**config.mk**
```make
export PLATFORM = sky130hd
export DESIGN_NAME = mem_arbiter
export DESIGN_NICKNAME = d
export VERILOG_FILES = /design/src/rtl/mem_arbiter.sv
export SDC_FILE = /design/constraint.sdc
export NUM_CORES = 1
export LEC_CHECK = 0
export CAP_MARGIN = 20
export CORE_UTILIZATION = 44
export DETAILED_ROUTE_END_ITERATION = 10
export PLACE_DENSITY = 0.95
export SETUP_SLACK_MARGIN = 0.05
export SLEW_MARGIN = 30
export SYNTH_ARGS = -nofsm -noshare
export SYNTH_HDL_FRONTEND = slang
export SYNTH_SLANG_ARGS = --single-unit
```
**constraint.sdc**
```tcl
create_clock -name clk -period 2.7 [get_ports clk]
set_clock_uncertainty 0.05 [all_clocks]
set_input_delay 0.675 -clock clk [delete_from_list [all_inputs] [get_ports clk]]
set_output_delay 0.675 -clock clk [all_outputs]
set_load 0.05 [all_outputs]
```
**src/rtl/mem_arbiter.sv**
```systemverilog
// mem_arbiter: arbitrates one shared memory port between instruction fetch and data access.
// Optional MEM_ARBITER_TIMEOUT_EN aborts an access after TIMEOUT_CYCLES cycles without mem_ready.
module mem_arbiter #(
  parameter int TIMEOUT_CYCLES = 255
) (
  input  logic        clk,
  input  logic        rst,
  input  logic        if_req,
  input  logic [31:0] if_addr,
  output logic [31:0] if_rdata,
  output logic        if_ack,
  input  logic        dm_read_en,
  input  logic        dm_write_en,
  input  logic [31:0] dm_addr,
  input  logic [31:0] dm_wdata,
  output logic [31:0] dm_rdata,
  output logic        dm_ack,
  output logic [31:0] mem_addr,
  output logic [31:0] mem_wdata,
  output logic        mem_re,
  output logic        mem_we,
  input  logic [31:0] mem_rdata,
  input  logic        mem_ready,
  output logic        cpu_stall,
  output logic        err
);
  typedef enum logic [1:0] {IDLE, FETCH, DATA, RESP} state_t;
  state_t r_state;
  logic   r_fetch_owed;
  logic   w_dm_req, w_grant_fetch, w_abort;
  assign w_dm_req      = dm_read_en | dm_write_en;
  // a fetch that waited through a data access wins the next grant
  assign w_grant_fetch = if_req & (r_fetch_owed | ~w_dm_req);
  assign cpu_stall     = (if_req | w_dm_req) & ~(if_ack | dm_ack);
`ifdef MEM_ARBITER_TIMEOUT_EN
  localparam int CW = $clog2(TIMEOUT_CYCLES + 1);
  logic [CW-1:0] r_tcnt;
  assign w_abort = ~mem_ready & (r_tcnt == CW'(TIMEOUT_CYCLES - 1));
  always_ff @(posedge clk) begin
    if (!rst || r_state == IDLE || r_state == RESP) r_tcnt <= '0;
    else if (!mem_ready) r_tcnt <= r_tcnt + CW'(1);
  end
`else
  assign w_abort = 1'b0;
  assign err     = 1'b0;
`endif
  always_ff @(posedge clk) begin
    if (!rst) begin
      r_state      <= IDLE;
      r_fetch_owed <= 1'b0;
      if_rdata     <= '0;
      dm_rdata     <= '0;
      mem_addr     <= '0;
      mem_wdata    <= '0;
      mem_re       <= 1'b0;
      mem_we       <= 1'b0;
      if_ack       <= 1'b0;
      dm_ack       <= 1'b0;
`ifdef MEM_ARBITER_TIMEOUT_EN
      err          <= 1'b0;
`endif
    end else begin
      case (r_state)
        IDLE: begin
          if (w_grant_fetch) begin
            r_state      <= FETCH;
            r_fetch_owed <= 1'b0;
            mem_addr     <= if_addr;
            mem_re       <= 1'b1;
          end else if (w_dm_req) begin
            r_state      <= DATA;
            r_fetch_owed <= 1'b0;
            mem_addr     <= dm_addr;
            mem_wdata    <= dm_wdata;
            mem_we       <= dm_write_en;
            mem_re       <= ~dm_write_en;
          end
        end
        FETCH, DATA: begin
          if (r_state == DATA && if_req) r_fetch_owed <= 1'b1;
          if (mem_ready || w_abort) begin
            r_state <= RESP;
            mem_re  <= 1'b0;
            mem_we  <= 1'b0;
`ifdef MEM_ARBITER_TIMEOUT_EN
            err     <= ~mem_ready;
`endif
            if (r_state == FETCH) begin
              if_ack   <= 1'b1;
              if_rdata <= mem_ready ? mem_rdata : '1;
            end else begin
              dm_ack <= 1'b1;
              if (mem_re) dm_rdata <= mem_ready ? mem_rdata : '1;
            end
          end
        end
        default: begin
          r_state <= IDLE;
          if_ack  <= 1'b0;
          dm_ack  <= 1'b0;
`ifdef MEM_ARBITER_TIMEOUT_EN
          err     <= 1'b0;
`endif
        end
      endcase
    end
  end
endmodule

```
After elaboration in Yosys (flattened, before gate mapping)
Index checks and enable logic that the tools add are counted.
{"block": "word_totals", "output_inout_bits": 134, "ff_bits": 135, "input_bits": 134, "wordCells": 69}
{"block": "op_classes", "bitwise_logic": 12, "n_reduce_logical": 15, "eq_ne": 9, "mux": 23}
{"cell": "$mux 32", "n": 2}
{"cell": "$reduce_and 3->1", "n": 6}
{"cell": "$mux 1", "n": 12}
{"cell": "$ne 2x2->1 const B", "n": 6}
{"cell": "$pmux 1 s2", "n": 5}
{"cell": "$reduce_and 4->1", "n": 2}
{"cell": "$mux 2", "n": 3}
{"cell": "$not 1->1", "n": 6}
{"cell": "$or 1x1->1", "n": 4}
{"cell": "$pmux 2 s2", "n": 1}
{"cell": "$reduce_and 2->1", "n": 2}
{"cell": "$reduce_bool 2->1", "n": 2}
{"cell": "$ne 3x3->1 const B", "n": 1}
{"cell": "$and 1x1->1", "n": 2}
{"cell": "$eq 2x1->1 const B", "n": 1}
{"cell": "$eq 2x2->1 const B", "n": 1}
{"cell": "$logic_not 2->1", "n": 1}
{"cell": "$reduce_or 2->1", "n": 1}
{"cell": "$logic_and 1x1->1", "n": 1}

Depth between registers and ports, before layout
Gate-level depths: netlist of run 1.
{"block": "logic_depth", "ltp_word": 6, "ltp_mapped": 8, "mapped_depth_nobuf": 5}

Worst setup path before layout of run 1
Ideal clock, no wire load.
{"block": "synth_path", "kind": "input to output", "from": "input if_req", "to": "output cpu_stall", "arrival_ns": 2.055, "setup_slack_ns": -0.080, "path_stages": 4, "required_ns": 1.975, "path_buffers": 2, "cell_sequence": "buf_6 > buf_2 > nor3_1 > nor3_1"}
{"block": "synth_between", "elab_chain_len": 2}
{"item": "start, declared", "line": "8", "rtl": "input logic if_req,"}
{"item": "$or 1x1->1", "line": "34", "rtl": "assign cpu_stall = (if_req | w_dm_req) & ~(if_ack | dm_ack);"}
{"item": "$and 1x1->1", "line": "34"}
{"item": "end, declared", "line": "24", "rtl": "output logic cpu_stall,"}
Every way passes these cells.

Final worst setup path of run 1
Same ends and word-level chain as after synthesis.

==> results.tsv, run 1 <==
metric	value	unit
Yosys cell types	41	
syn nets	812	
Slew HR	58.6	%
Synth top area share	49.5	%
die height	113	µm
Hold WC Path Type	reg -> reg	
Post-CTS Setup Inserts	0	
CTS root buf	clkbuf_16	
Hold WS	0.401	ns
TritonCTS clock tree	done	
largest area contributor in the netlist	dfxtp_1	
Core ar.	12100	µm²
Post-DP HPWL	12.4	mm
Highest Signal Layer	met4	
global-route wire length before repair	27.9	mm
total power	0.00882	W
Area Growth Syn to Fin	60.9	%
Avg Inst Size Synth	8.11	µm²
Initial Utilization	45.3	%
RSZ-0062 raised after global routing	false	
Hold Buf Count CTS	0	
drt pass-1 iters	7	
commonest non-fill, non-tap cells in the layout	265 x clkdlybuf4s50_1, 135 x dfxtp_1, 131 x nand2_1, 99 x a21oi_1	
outcome	completed	
Final Max Slew Viols	0	
Post-DRT Antenna Nets	0	
EDFF count, synth	0	
total congestion overflow	0	
M1 WL	6.89	mm
critical path class	in -> out	
mux cell area share after synthesis	0.367	%
Clock Latency Late Sink	0.41	ns
required time of the critical path	1.98	ns
Ys Warns	0	
GP Congestion	0.783	
Tot GR Track Use	27.8	%
Cell Rows	40	
flops & latches, synth	135	
DR vias/cell	5.44	
initial antenna violation count	0	
Finish-stage setup viols	0	
Hold Startpoint	if_rdata[8]	
Num Clock Sinks	135	
met2 WL	9.17	mm
commonest non-fill, non-tap cell in the layout	clkdlybuf4s50_1	
Max VDD drop	0.779	mV
routed via count	5925	
crit end category	output pin	
Compound-Gate Fraction of Synth Area	24.1	%
Top Ports	268	
ant diodes	0	
die area	12900	µm²
Post-Synth Adder-Cell Area	1.15	%
clock transition at the registers of the reported paths	0.05	ns
Synth Area in Simple Gates	17.8	%
CTS buffer count	17	
PwrDens	1000	nW/µm²
H-tree levels	4	
endpoints failing hold	0	
Post-Synthesis Cells	673	
met3 WL	1.64	mm
post-synth design cell area	5460	µm²
Area contributors post-synth	dfxtp_1 49%, a21oi_1 9.1%, nand2_1 9.0%	
Peak Freq	399	MHz
DIE WIDTH	113	µm
LEAKAGE	3.06	nW
Final Cycle Share	92.9	%
CTS max path bufs	2	
crit path from	if_req	
post-DR wirelength/cell	16.8	µm
Final Util	72.8	%
# fillers	806	
ys flop type	dfxtp_1	
asr flop ratio synth	0	%
DRC violation count after routing	0	
r2r startpoint	r_state[0]	
fraction of layout cells with a size suffix above 1	6.83	%
CP startpoint kind	input pin	
largest family of logic cells by synthesized area	compound AO/OA/AOI/OAI gates	
crit-path max FO	2	
WL final	18.3	mm
MaxCap Viol Count	0	
largest net degree at the start of global routing	92	
I/O Buffers	266	
Seq/Total Area, Yosys	49.5	%
nets@finish	1048	
Initial DRC Count	552	
vias in the first global route	5593	
fin crit period	2.51	ns
Post-Synth XOR/XNOR Area	0	%
crit path DAT	1.78	ns
Setup TNS	0	ns
post-CTS sizing	0	
Worst Tran Pin Value	0.619	ns
[layout make-up]
class,count,area [µm²],area share [%]
Tap cell,168,210,2.39
Clock inverter,12,149,1.69
Clock buffer,20,467,5.31
Sequential cell,135,2700,30.8
Multi-Input combinational cell,466,2380,27.1
Inverter,5,18.8,0.214
Timing Repair Buffer,284,2860,32.5
[worst max-delay path, cell delays in order]
cell	delay [ns]
clkdlybuf4s50_1	0.53
nor3_1	0.08
buf_4	0.14
nor3_2	0.18
buf_12	0.18
[sequential cells by signal, summed over array words and instances (netlist names)]
name,flops
mem_wdata,32
r_fetch_owed,1
if_rdata,32
r_state,2
mem_re,1
dm_ack,1
mem_we,1
mem_addr,32
if_ack,1
dm_rdata,32
[synth_stat cells, types with 2 or more instances]
| cell type | n |
|---|---|
| dfxtp_1 | 135 |
| nand2_1 | 131 |
| a21oi_1 | 99 |
| nand3_1 | 64 |
| o21ai_0 | 64 |
| a31oi_1 | 32 |
| o21ai_1 | 31 |
| buf_2 | 24 |
| clkbuf_1 | 22 |
| buf_4 | 10 |
| nor3_1 | 7 |
| buf_6 | 6 |
| nor2_1 | 6 |
| buf_1 | 5 |
| ha_1 | 5 |
| inv_1 | 4 |
| mux2i_1 | 2 |
| nand3b_1 | 2 |
| o32ai_1 | 2 |
[kinds of logic after synthesis]
family / Yosys count
other cells: 1
flops: 135
compound gates: 239
simple gates: 219
buf+inv: 72
mux: 2
fa+ha+maj: 5
[per-layer routing]
metal / track usage (%) / up-vias
met1: 29.8 / 2756
met3: 10.1 / 43
met5: 0 / -
li1: - / 2824
met4: 13.5 / 0
met2: 48.7 / 302
[stage by stage]
stage	instance area, µm²	worst slack (ns)	cells
2_1_floorplan	5470	0.346	673
3_3_place_gp	8170	0.208	1058
3_5_place_dp	8170	0.193	1058
4_1_cts	8790	0.193	1090
5_1_grt	8790	0.145	1090
6_report	8790	0.191	1090
[worst paths after layout]
kind	slack, ns	depth (start not counted)	to
worst max-delay path	0.19	5	cpu_stall
worst min-delay path	0.40	2	if_rdata[8]
worst max register to register	0.60	6	mem_addr[30]
worst min register to register	0.40	2	if_rdata[8]
[power by group]
| part | internal (W) | total, W | switching [W] |
|---|---|---|---|
| combinational | 0.00130 | 0.00384 | 0.00255 |
| clock | 0.00152 | 0.00238 | 0.000855 |
| sequential | 0.00238 | 0.00260 | 0.000220 |
| total | 0.00520 | 0.00882 | 0.00362 |
(Power assumes the default switching activity.)
==> inputs of run 2 (changes only) <==
--- a/config.mk
+++ b/config.mk
@@ -6,9 +6,10 @@
 export NUM_CORES = 1
 export LEC_CHECK = 0
 export CAP_MARGIN = 20
-export CORE_UTILIZATION = 44
+export CORE_UTILIZATION = 37
 export DETAILED_ROUTE_END_ITERATION = 10
-export PLACE_DENSITY = 0.95
+export GPL_TIMING_DRIVEN = 1
+export PLACE_DENSITY = 0.89
 export SETUP_SLACK_MARGIN = 0.05
 export SLEW_MARGIN = 30
 export SYNTH_ARGS = -nofsm -noshare
==> constraint.sdc (replaced) <==
create_clock -name clk -period 2.3 [get_ports clk]
set_clock_uncertainty 0.05 [all_clocks]
set_input_delay 0.575 -clock clk [delete_from_list [all_inputs] [get_ports clk]]
set_output_delay 0.575 -clock clk [all_outputs]
set_load 0.02 [all_outputs]
==> run 2 against run 1 <==
  * Non-clock buffer count grew 6
  * Core utilization is 11 points lower
  * Critical path depth is 4 lower
  * Total power rose by 8.5%
  * Highest routed layer unchanged
==> results.tsv, run 2 (synthesized netlist as in run 1, its figures left out) <==
metric	value	unit
MaxCap Viol Count	0	
ant diodes	0	
CTS max path bufs	2	
Hold WC Path Type	reg -> reg	
DRC violation count after routing	0	
initial antenna violation count	0	
Clock Latency Late Sink	0.41	ns
Crit path max-delay family	buffers and inverters	
crit-path max FO	3	
I/O Buffers	266	
sequential cell fraction of total power	31.9	%
Top Ports	268	
Logic pwr share	37.5	%
Cell Rows	44	
crit end category	output pin	
Finish-stage setup viols	0	
Core ar.	14500	µm²
global-route wire length before repair	26.6	mm
Tot GR Track Use	22.7	%
PwrDens	1070	nW/µm²
Non-Filler Instances	1112	
RSZ-0062 raised after global routing	false	
outcome	completed	
Critical Path Max Stage Delay	0.69	ns
Max VDD drop	0.753	mV
Int Pwr	0.00628	W
required time of the critical path	1.67	ns
CTS root buf	clkbuf_16	
DR vias/cell	5.26	
WL final	17.6	mm
TritonCTS clock tree	done	
GP Congestion	0.768	
endpoints failing hold	0	
post-DR wirelength/cell	15.9	µm
die area	15200	µm²
CTS buffer count	17	
Net Switching	0.00329	W
Final Util	61.5	%
worst path bufs/invs	1	
drt pass-1 iters	4	
Initial Utilization	37.7	%
routed via count	5849	
nets@finish	1054	
commonest non-fill, non-tap cells in the layout	265 x clkdlybuf4s50_1, 135 x dfxtp_1, 131 x nand2_1, 99 x a21oi_1	
Crit-path slowest cell	clkdlybuf4s50_1	
Post-DP HPWL	11.9	mm
Initial DRC Count	280	
DIE WIDTH	123	µm
Switching Fraction	34.4	%
critical path class	reg -> out	
Clock Power Share	30.7	%
total congestion overflow	0	
Final Cycle Share	95.1	%
Post-DRT Antenna Nets	0	
vias in the first global route	5449	
CP startpoint kind	flip-flop	
fraction of layout cells with a size suffix above 1	7.11	%
Hold Buf Count CTS	0	
Area Growth Syn to Fin	63.1	%
crit path DAT	1.56	ns
largest net degree at the start of global routing	75	
commonest non-fill, non-tap cell in the layout	clkdlybuf4s50_1	
worst path cell trace	clkdlybuf4s50_1	
Final Max Slew Viols	0	
fin crit period	2.19	ns
H-tree levels	4	
clock transition at the registers of the reported paths	0.06	ns
placed cell count	1080	
LEAKAGE	3.09	nW
Peak Freq	457	MHz
die height	123	µm
Num Clock Sinks	135	
-- run 2: cell types whose count changed in the layout (fill, tap and decap cells not counted), sizes merged --
| cell | previous run | this run |
|---|---|---|
| clkinv | 7 | 0 |
| buf | 19 | 25 |
| clkinvlp | 1 | 5 |
| clkbuf | 20 | 22 |
| bufinv | 3 | 4 |
-- run 2: area by class of cell --
type,count,area (µm²)
multi-input combinational,466,2380
clock inverter,10,166
tap,184,230
clock buffer,22,474
timing repair buffer,290,2940
fill,1192,5570
inverter,5,18.8
sequential,135,2700
-- run 2: layer usage --
metal	GRT usage, %	vias to the layer above	share of wire [%]
met1	24.9	2744	39
li1	-	2832	-
met4	8.28	0	1.5
met2	40.0	250	50
met3	8.07	23	9.0
met5	0	-	0
-- run 2: worst paths after layout --
| check | startpoint | endpoint | slack (ns) | cells after the start |
|---|---|---|---|---|
| worst min register to register | dm_rdata[20] | dm_rdata[20] | 0.40 | 2 |
| worst min-delay path | dm_rdata[20] | dm_rdata[20] | 0.40 | 2 |
| worst max-delay path | dm_ack | dm_ack | 0.11 | 1 |
| worst max register to register | r_state[1] | r_state[1] | 0.25 | 5 |
-- run 2: power groups by stage --
| stage | sequential (W) | clock (W) | combinational [W] |
|---|---|---|---|
| after floorplan | 0.00357 | 0 | 0.00160 |
| after global placement | 0.00307 | 0 | 0.00352 |
| after detailed placement | 0.00309 | 0 | 0.00357 |
| after CTS | 0.00305 | 0.00298 | 0.00360 |
| after global routing | 0.00310 | 0.00310 | 0.00386 |
| final | 0.00305 | 0.00293 | 0.00359 |
-- run 2: worst min-delay path, stage by stage (launching register included) --
cell     delay (ns)
dfxtp_1        0.31
nand2_1        0.05
a21oi_1        0.05
-- run 2: metrics by stage --
stage	area, µm²	worst slack, ns	setup TNS [ns]	hold WS (ns)	total power [W]
4_1_cts	8910	0.0530	0	0.404	0.00962
6_report	8910	0.112	0	0.402	0.00957
5_1_grt	8910	0.0895	0	0.425	0.0101
3_5_place_dp	8270	-0.285	-1.17	0.396	0.00665
3_3_place_gp	8270	-0.279	-0.370	0.391	0.00659
2_1_floorplan	5460	0.310	0	0.483	0.00517
-- run 2: repair_timing --
item,4_1_cts,5_1_grt
gates resized for setup,4,1
endpoints found under the setup margin,1,1
setup buffers,0,0
